`src/rtl/hazard_stall_controller.sv`:
```
// Pipeline sequencing controller: load-use and HI/LO-busy stalls, taken-branch
// flush, and a saturating stall-cycle performance counter.
module hazard_stall_controller #(
  parameter int unsigned MULDIV_LAT = 4,
  parameter int unsigned CNT_W      = 16
) (
  input  logic             clk,
  input  logic             rst_n,
  input  logic [4:0]       id_rs,
  input  logic [4:0]       id_rt,
  input  logic             id_uses_rt,
  input  logic             id_uses_hilo,
  input  logic             id_is_muldiv,
  input  logic             ex_memread,
  input  logic [4:0]       ex_rt,
  input  logic             ex_muldiv_start,
  input  logic             branch_taken,
  output logic             pc_write,
  output logic             if_id_write,
  output logic             if_id_flush,
  output logic             id_ex_bubble,
  output logic             muldiv_busy,
  output logic [CNT_W-1:0] stall_cycles
);

  typedef enum logic {RUN, MULDIV} state_t;

  localparam logic [7:0]       BUSY_LOAD = 8'(MULDIV_LAT - 1);
  localparam logic [CNT_W-1:0] CNT_MAX   = '1;

  state_t     state;
  logic [7:0] busy_cnt;
  logic       lu, hd, stall;

  always_comb begin
    lu    = ex_memread && (ex_rt != 5'd0) &&
            ((ex_rt == id_rs) || (id_uses_rt && (ex_rt == id_rt)));
    hd    = (state == MULDIV) && (id_uses_hilo || id_is_muldiv);
    stall = (lu || hd) && !branch_taken;
  end

  // Outputs are Mealy, but held at their safe values while reset is asserted so
  // the pipeline registers are frozen/flushed without waiting for a clock.
  always_comb begin
    // NOTE: every output gets a default first, so no path can infer a latch.
    pc_write     = 1'b0;
    if_id_write  = 1'b0;
    if_id_flush  = 1'b1;
    id_ex_bubble = 1'b1;
    muldiv_busy  = 1'b0;
    if (rst_n) begin
      pc_write     = !stall;
      if_id_write  = !stall;
      if_id_flush  = branch_taken;
      id_ex_bubble = stall || branch_taken;
      muldiv_busy  = (state == MULDIV);
    end
  end

  // NOTE: state registers use non-blocking assignments so every flop samples
  // pre-edge values, and all of them are cleared by the asynchronous reset.
  always_ff @(posedge clk or negedge rst_n) begin
    if (!rst_n) begin
      state    <= RUN;
      busy_cnt <= 8'd0;
    end else begin
      unique case (state)
        RUN: begin
          if (ex_muldiv_start) begin
            state    <= MULDIV;
            busy_cnt <= BUSY_LOAD;
          end
        end
        MULDIV: begin
          // A second start while busy is illegal and deliberately ignored.
          if (busy_cnt == 8'd0) state <= RUN;
          else                  busy_cnt <= busy_cnt - 8'd1;
        end
        default: state <= RUN;
      endcase
    end
  end

  always_ff @(posedge clk or negedge rst_n) begin
    if (!rst_n) begin
      stall_cycles <= '0;
    end else if (stall && (stall_cycles != CNT_MAX)) begin
      stall_cycles <= stall_cycles + 1'b1;
    end
  end

endmodule

```
`config.mk`:
```
export PLATFORM = sky130hd
export DESIGN_NAME = hazard_stall_controller
export DESIGN_NICKNAME = d
export VERILOG_FILES = /design/src/rtl/hazard_stall_controller.sv
export SDC_FILE = /design/constraint.sdc
export NUM_CORES = 1
export LEC_CHECK = 0
export ABC_AREA = 1
export BUFFER_PORTS_ARGS = -buffer_cell sky130_fd_sc_hd__buf_4
export CORE_UTILIZATION = 55
export CTS_CLUSTER_DIAMETER = 30
export CTS_CLUSTER_SIZE = 25
export DETAILED_ROUTE_END_ITERATION = 6
export GPL_ROUTABILITY_DRIVEN = 1
export PLACE_DENSITY = 0.9
export REMOVE_ABC_BUFFERS = 1
export SLEW_MARGIN = 15
export SYNTH_ARGS = -nofsm -noshare
export SYNTH_HDL_FRONTEND = slang
export SYNTH_SLANG_ARGS = --single-unit
```
`constraint.sdc`:
```
create_clock -name clk -period 2.9 [get_ports clk]
set_input_delay 0.58 -clock clk [delete_from_list [all_inputs] [get_ports clk]]
set_output_delay 0.58 -clock clk [all_outputs]
set_load 0.03 [all_outputs]
```
==> results of run 1 <==
## power breakdown
| part | total [mW] | switching (mW) | internal, mW |
|---|---|---|---|
| registers | 0.413 | 0.0392 | 0.373 |
| logic | 0.248 | 0.149 | 0.0990 |
| clock network | 0.164 | 0.111 | 0.0528 |
## logic make-up (layout without fill, tap and decap cells)
logic type / after synthesis / count (layout) / share of synthesized area
fa+ha+maj: 3 / 3 / 0.0207
compound gates: 13 / 13 / 0.0406
simple gates: 166 / 166 / 0.414
flops: 25 / 25 / 0.344
xor+xnor: 11 / 11 / 0.0530
buf+inv: 54 / 94 / 0.127
## layout by cell type (no fill, tap or decap)
cell,instances
nand2_1,88
buf_4,45
inv_1,40
nand4_1,26
dfrtp_1,25
nor2_1,22
nand3_1,21
o21ai_0,7
xor2_1,7
xnor2_1,4
inv_2,3
ha_1,3
clkbuf_4,3
clkinv_1,2
nor3_1,2
nor2_2,2
a21oi_1,2
nand2_2,1
nand2_4,1
a21boi_0,1
nor2_4,1
nand3_2,1
a31oi_1,1
a21o_1,1
nor3_2,1
o211ai_1,1
clkinvlp_4,1
## worst reg2reg max path, stage by stage (launching register included)
cell	delay, ns
dfrtp_1	0.35
clkinv_1	0.20
ha_1	0.28
nand3_1	0.11
nand2_1	0.08
nand2_1	0.32
inv_1	0.12
nand2_1	0.07
o21ai_0	0.07
## metrics by stage
| step | hold WS (ns) | instances |
|---|---|---|
| 2_1_floorplan | 0.284 | 263 |
| 3_3_place_gp | 0.435 | 352 |
| 3_5_place_dp | 0.434 | 352 |
| 4_1_cts | 0.0485 | 356 |
| 5_1_grt | 0.0362 | 356 |
| 6_report | 0.0617 | 356 |
## sequential cells by signal (all words and copies together) (netlist names)
name and cells:
state 1, stall_cycles 16, busy_cnt 8
## layout make-up
type	instances	area, sq um	share of cell area
clock buffer	3	22.5	0.0103
multi-input combinational	193	960	0.441
clock inverter	1	7.51	0.00345
timing repair buffer	45	338	0.155
tap	44	55.1	0.0253
sequential	25	626	0.287
inverter	45	169	0.0776
## routing by layer
layer  wire length [microns]  GRT usage
met2                    2000      0.453
met3                     217     0.0480
met4                      29     0.0510
met5                       0          0
met1                    1800      0.297
## worst paths after layout
check,from,endpoint,depth (start not counted)
setup / recovery,ex_rt[1],pc_write,9
hold reg to reg,stall_cycles[15],stall_cycles[15],2
hold / removal,rst_n,stall_cycles[5],1
setup reg to reg,busy_cnt[0],busy_cnt[6],8
max in group asynchronous,rst_n,stall_cycles[9],2
min in group clk,ex_muldiv_start,busy_cnt[2],4
==> out/results.txt, run 1 <==
Once the clock tree was built, the resizer swapped 0 gates to a different size. The most used flip-flop cell after synthesis was dfrtp_1. The maximum fanout count along the critical path was 23; the setup TNS after final layout was 0 ns.

Insertion delay of the later-clocked pin in the worst-skew pair: 0.33 ns. Sorting the synthesized cells by area gives the leading types as dfrtp_1, nand2_1, nand4_1, inv_1, nand3_1. The first global-routing pass estimated 6580 microns of wire. Setup repair after global routing left no endpoint under its margin. Synthesis inferred 25 register bits.

For the pin with the worst max-slew slack, the measured transition is 0.435 ns. The layout overhead on the synthesized area was 19.8%. The post-layout worst setup margin is 0.410 ns, and the instance count of the mapped netlist is 272. The netlist area before placement is 1820 sq um, and the DRC violations left is 0.

The number of enable flip-flop cells after synthesis came out at 0. The tool flagged a number of max-cap violations equal to 0. The share of the cycle needed by the critical path after routing was 0.859; the maximum VDD drop was 603 uV. The clock sink count was 25; the count of final max-slew check failures was 0. The die is 59.5 microns tall. For the estimated wirelength of the detail-placed design, the log shows 3070 microns. In this run the standard cell core region covers 3100 sq um.

The clock input transition at the sequential cells of the worst setup and hold paths was 0.15 ns. The final-stage net count is 339, and the residual antenna-violating net count after detailed routing is 0. After layout, the design draws a total of 0.825 mW. Ranked by instance count, the synthesized netlist is headed by nand2_1, inv_1, nand4_1. The tools report the endpoint class of the critical path as an output port. The number of buffer and inverter stages on the critical path came out at 4. Path class of the lowest-slack min-delay path: in -> async.

The stage delay of the slowest cell on the critical path works out to 0.32 ns. The classification of the worst setup path was in -> out. The tools report the highest clock frequency the design can meet as 0.402 GHz. Routability-driven placement finished with a final weighted congestion of 0.877. In this run the horizontal extent of the chip is 59.5 microns. CTS placed an instance of clkbuf_4 at the clock tree root.

The starting utilization of the core area is 0.585. The first routing iteration left 70 violations. Worst-path cell with the longest stage delay: a21boi_0.

The tools report the worst max-slew margin expressed relative to the limit as 0.707. The I/O pin count is 44, and the total non-filler cell area in the finished layout is 2180 sq um. Fraction of layout cells with a size suffix above 1: 0.189. Most frequent cell after synthesis: nand2_1. The async set or reset register ratio after synthesis was 1.00; the leakage power total was 1.18 nW. The level count of the clock H-tree is 1, and the antenna diode instance count is 0.

Summed over all instances, the cell type with the most area after synthesis is dfrtp_1. For flop-to-flop paths, the worst setup slack is 1.21 ns. The die covers 3540 sq um.

For the total routed wirelength, the log shows 4040 microns. Core utilization of the finished layout: 0.702. The run finished with clean final reports.

After clock tree synthesis, the flow added hold-fix buffers numbering 0. The initial antenna violation count was 0. The hold violation count in the final report came out at 0. The number of global-route vias before repair is 1,584. The worst-case clock skew is 0.00897 ns.

TritonCTS built the clock tree. After synthesis, the netlist uses 28 different library cells. The clock period could shrink to 2.49 ns. For the worst setup path, the data required time is 2.32 ns. Using the TritonRoute via totals, the vias-per-cell ratio works out to 5.15. The run gives 3 as the total CTS buffers. The average wire per standard cell works out to 11.3 microns.

The category of the worst setup path launch point was an input pin. For the total placed instance area, the log shows 2150 sq um. The run gives 0.401 ns as the worst-case setup slack after placement. A synthesized cell averages 6.68 sq um. For the total setup buffers inserted after CTS, the log shows 0. Traced cell by cell, the critical path runs through buf_4, inv_1, nand4_1, o21ai_0, inv_1, nand2_2, nand2_4, a21boi_0, buf_4.

For the worst setup path, the data arrival time is 1.91 ns. Grouping stages by cell kind, the critical path spends the most delay in buffers and inverters. The power density normalized to cell area works out to 379 nW/um^2. The number of filler instances in the final layout is 278, and the portion of synthesized cell area occupied by the leading cell type is 0.344.

The portion of the post-synthesis area used by sequential elements is 0.344, and the number of port buffers is 43. The number of setup violations in the final report was 0; the pin count of the biggest net entering global routing was 25. The Yosys step of the flow raised 0 warnings. The first detailed-routing pass took 4 iterations. The logs give 20 for the placement row count and 0 for the remaining global-route overflow. The final route contains 1,832 vias.

The global-route usage over all layers came out at 0.247. Counting along the longest clock path gives a buffer depth of 2.
No activity file was read; power rests on OpenSTA's default activity.
==> run 2, diff against run 1 <==
Settings changed: CORE_UTILIZATION 55 to 52, PLACE_DENSITY 0.9 to 0.86.
==> run 2 against run 1 <==
  * Register-to-register slack worse by 0.06 ns
  * Non-clock buffer count is 1 higher
  * Sequential cell count unchanged
  * First-iteration DRC count decreased by 7.1%
  * Power rose by 0.73%
  * Critical endpoint unchanged
  * Largest cell class unchanged
==> out/results.txt, run 2 (same netlist as run 1, synthesis figures left out) <==
The run gives 0.304 (+0.003) as the portion of total power attributed to combinational logic. The placer's final routability congestion estimate is 0.871 (-0.66%), and the worst-case setup slack after placement is 0.619 ns (+0.218 ns). The tools report the initial antenna violation count as 0 (unchanged). The classification of the worst setup path is in -> out.

The stage delay of the slowest cell on the critical path is 0.24 ns (-0.08 ns). The startpoint identified for the worst register-to-register timing path is busy_cnt[0]. The flip-flop and latch area is 626 sq um (unchanged), and the count of hold buffers inserted by post-cts repair is 0 (unchanged). The starting utilization of the core area was 0.544 (-0.0411); the power share of the clock group was 0.202 (+0.003).

The run gives 2 (unchanged) as the buffer depth of the longest clock path. The largest registers in the layout are stall_cycles: 16 flops, busy_cnt: 8 flops, state: 1 flops. The flip-flop count of the largest register, all copies and words added is 16 (unchanged), and the share of the cycle needed by the critical path after routing is 0.801 (-0.0572). Number of setup violations in the final report: 0 (unchanged). The run gives 1 (unchanged) as the level count of the clock H-tree.

Estimated wirelength of the detail-placed design: 3060 microns (-0.37%). For the antenna diode instance count, the log shows 0 (unchanged). Path class of the lowest-slack min-delay path: in -> async.

Clock input transition at the sequential cells of the worst setup and hold paths: 0.15 ns (about the same). The x dimension of the die is 61.1 microns (+2.7%). The total routed wirelength was 4050 microns (+0.22%); the average wire per standard cell was 11.3 microns (-0.61%).

The number of gates resized after CTS is 0 (unchanged), and the switching share of power is 0.365 (+0.00196). For the maximum VDD drop, the log shows 290 uV (-52%). The tools report the worst max-slew margin expressed relative to the limit as 0.727 (+0.0199). The largest individual stage delay along the critical path comes from the cell a21boi_0. The layout overhead on the synthesized area came out at 20.2%. The run gives 1.74 ns (-0.17 ns) as the worst path arrival time.

The I/O pin count is 44 (unchanged), and the vias per cell is 5.13 (-0.29%). The flow ran to the end, and the final reports show no timing, DRC or antenna violations. The fraction of layout cells with a size suffix above 1 was 0.188 (-0.000604). The overall die area is 3730 sq um (+5.6%), and the count of max-cap constraint violations is 0 (unchanged).

The number of port buffers works out to 43 (unchanged). The library cell used most frequently in the layout, excluding fill and tap cells, is nand2_1. The run gives 0.430 GHz (+7.1%) as the highest clock frequency the design can meet.

The detailed router's first-iteration violation count was 65 (-7.1%); the residual antenna-violating net count after detailed routing was 0 (unchanged). The tools report the final-stage net count as 340 (+0.29%). For the total setup buffers inserted after CTS, the log shows 0 (unchanged).

The logs give 0.232 (-0.0153) for the global-route usage over all layers and 3 (unchanged) for the total CTS buffers. Ranked by flip-flop count, first place goes to stall_cycles. For the clock sink count, the log shows 25 (unchanged). The insertion delay of the later-clocked pin in the worst-skew pair is 0.34 ns (about the same). The leakage power total was 1.19 nW (+0.46%); the transition time of the tightest slew-check pin was 0.406 ns (-0.0295 ns).

For the number of filler instances in the final layout, the log shows 297 (+6.8%). The number of global-route vias before repair is 1,603 (+1.2%). The endpoint identified for the worst register-to-register timing path is busy_cnt[6]. The setup TNS after final layout is 0 ns (unchanged), and the area inside the core boundary is 3340 sq um (+7.5%). The logs give 1.15 ns (-0.06 ns) for the setup slack on the worst flop-to-flop path and 2.32 ns (about the same) for the required time at the endpoint of the critical path. Post-layout worst setup margin: 0.576 ns (+0.166 ns). Traced cell by cell, the critical path runs through buf_4, inv_1, nand4_1, o21ai_0, inv_1, nand2_2, nand2_4, a21boi_0, buf_4. The remaining global-route overflow is 0 (unchanged), and the worst-case clock skew is 0.0129 ns (+0.00398 ns). The tools report the internal power summed over all cells as 0.527 mW (+0.42%). The launching instance or port of the critical path was ex_rt[1]. The run gives 1,842 (+0.55%) as the count of vias placed by the detailed router.

The area of the multi-input gates came out at 960 sq um (unchanged). In this run the clock root is driven by a clkbuf_4. The hold violation count in the final report was 0 (unchanged). The run gives 0 (unchanged) as the count of final max-slew check failures. The logs give 6540 microns (-0.62%) for the first-pass GRT wire length and 0 (unchanged) for the DRC violations left. The floorplan die height was 61.1 microns (+2.7%); the pin count of the biggest net entering global routing was 23 (-8.0%). The power spent charging and discharging nets was 0.303 mW (+1.3%). The count of cells along the worst register-to-register path came out at 8 (unchanged). Maximum fanout count along the critical path: 3 (-87%). Detailed-routing iteration count for the pre-antenna-repair pass: 4 (unchanged).

Shortest period the worst path allows: 2.32 ns (-0.166 ns). The termination of the worst setup path is pc_write. The category of the worst setup path launch point is an input pin.

STA classifies the critical path endpoint as an output port. The placement row count came out at 21 (+5.0%). The part of the power in registers was 0.494 (-0.007). TritonCTS built the clock tree.

In the layout the commonest cells are nand2_1, buf_4, inv_1. Setup repair after global routing left no endpoint under its margin. The power density normalized to cell area came out at 380 nW/um^2 (+0.44%).
[run 2: cell count changes in the layout (fill, tap and decap cells not counted)]
cell        before  now
buf_4           45   46
clkbuf_1         0    1
clkinvlp_4       1    0
[run 2: power by group through the flow]
stage	Combinational [mW]	Sequential [mW]	Clock [mW]
6_report	0.252	0.411	0.168
2_1_floorplan	0.101	0.461	0
4_1_cts	0.254	0.410	0.167
3_3_place_gp	0.248	0.417	0
3_5_place_dp	0.254	0.417	0
5_1_grt	0.278	0.416	0.182
[run 2: through the flow]
step | area [sq um] | utilization | std cells | total power [mW] | hold slack (ns)
2_1_floorplan | 1750 | - | 263 | 0.562 | 0.284
3_3_place_gp | 2160 | 0.646 | 355 | 0.665 | 0.447
3_5_place_dp | 2160 | 0.646 | 355 | 0.671 | 0.449
4_1_cts | 2180 | 0.654 | 359 | 0.831 | 0.0708
5_1_grt | 2180 | 0.654 | 359 | 0.876 | 0.0627
6_report | 2180 | 0.654 | 359 | 0.831 | 0.0634
[run 2: routing by layer]
| metal | part of all wire | track usage |
|---|---|---|
| met1 | 0.45 | 0.276 |
| met2 | 0.51 | 0.430 |
| met3 | 0.035 | 0.0462 |
| met4 | 0.0062 | 0.0455 |
| met5 | 0 | 0 |
[run 2: final cells by class]
cell class / instances / share of cell area
multi-input cells: 193 / 0.440
flip-flops and latches: 25 / 0.287
repair buffers: 46 / 0.158
inverters: 45 / 0.0774
well taps: 46 / 0.0264
clock buffers: 4 / 0.0120
[run 2: critical path, delay by kind of cell]
kind                   cells  cell delay (ns)
buffers and inverters      4             0.49
AND/OR/NAND/NOR            3             0.24
AO/OA/AOI/OAI              2             0.43
[run 2: worst min-delay path by stage]
stage                     start                to  slack (ns)
after floorplan           rst_n       busy_cnt[0]        0.28
after global placement    rst_n  stall_cycles[14]        0.45
after detailed placement  rst_n  stall_cycles[14]        0.45
after CTS                 rst_n  stall_cycles[14]        0.07
after global routing      rst_n  stall_cycles[15]        0.06
final                     rst_n  stall_cycles[14]        0.06
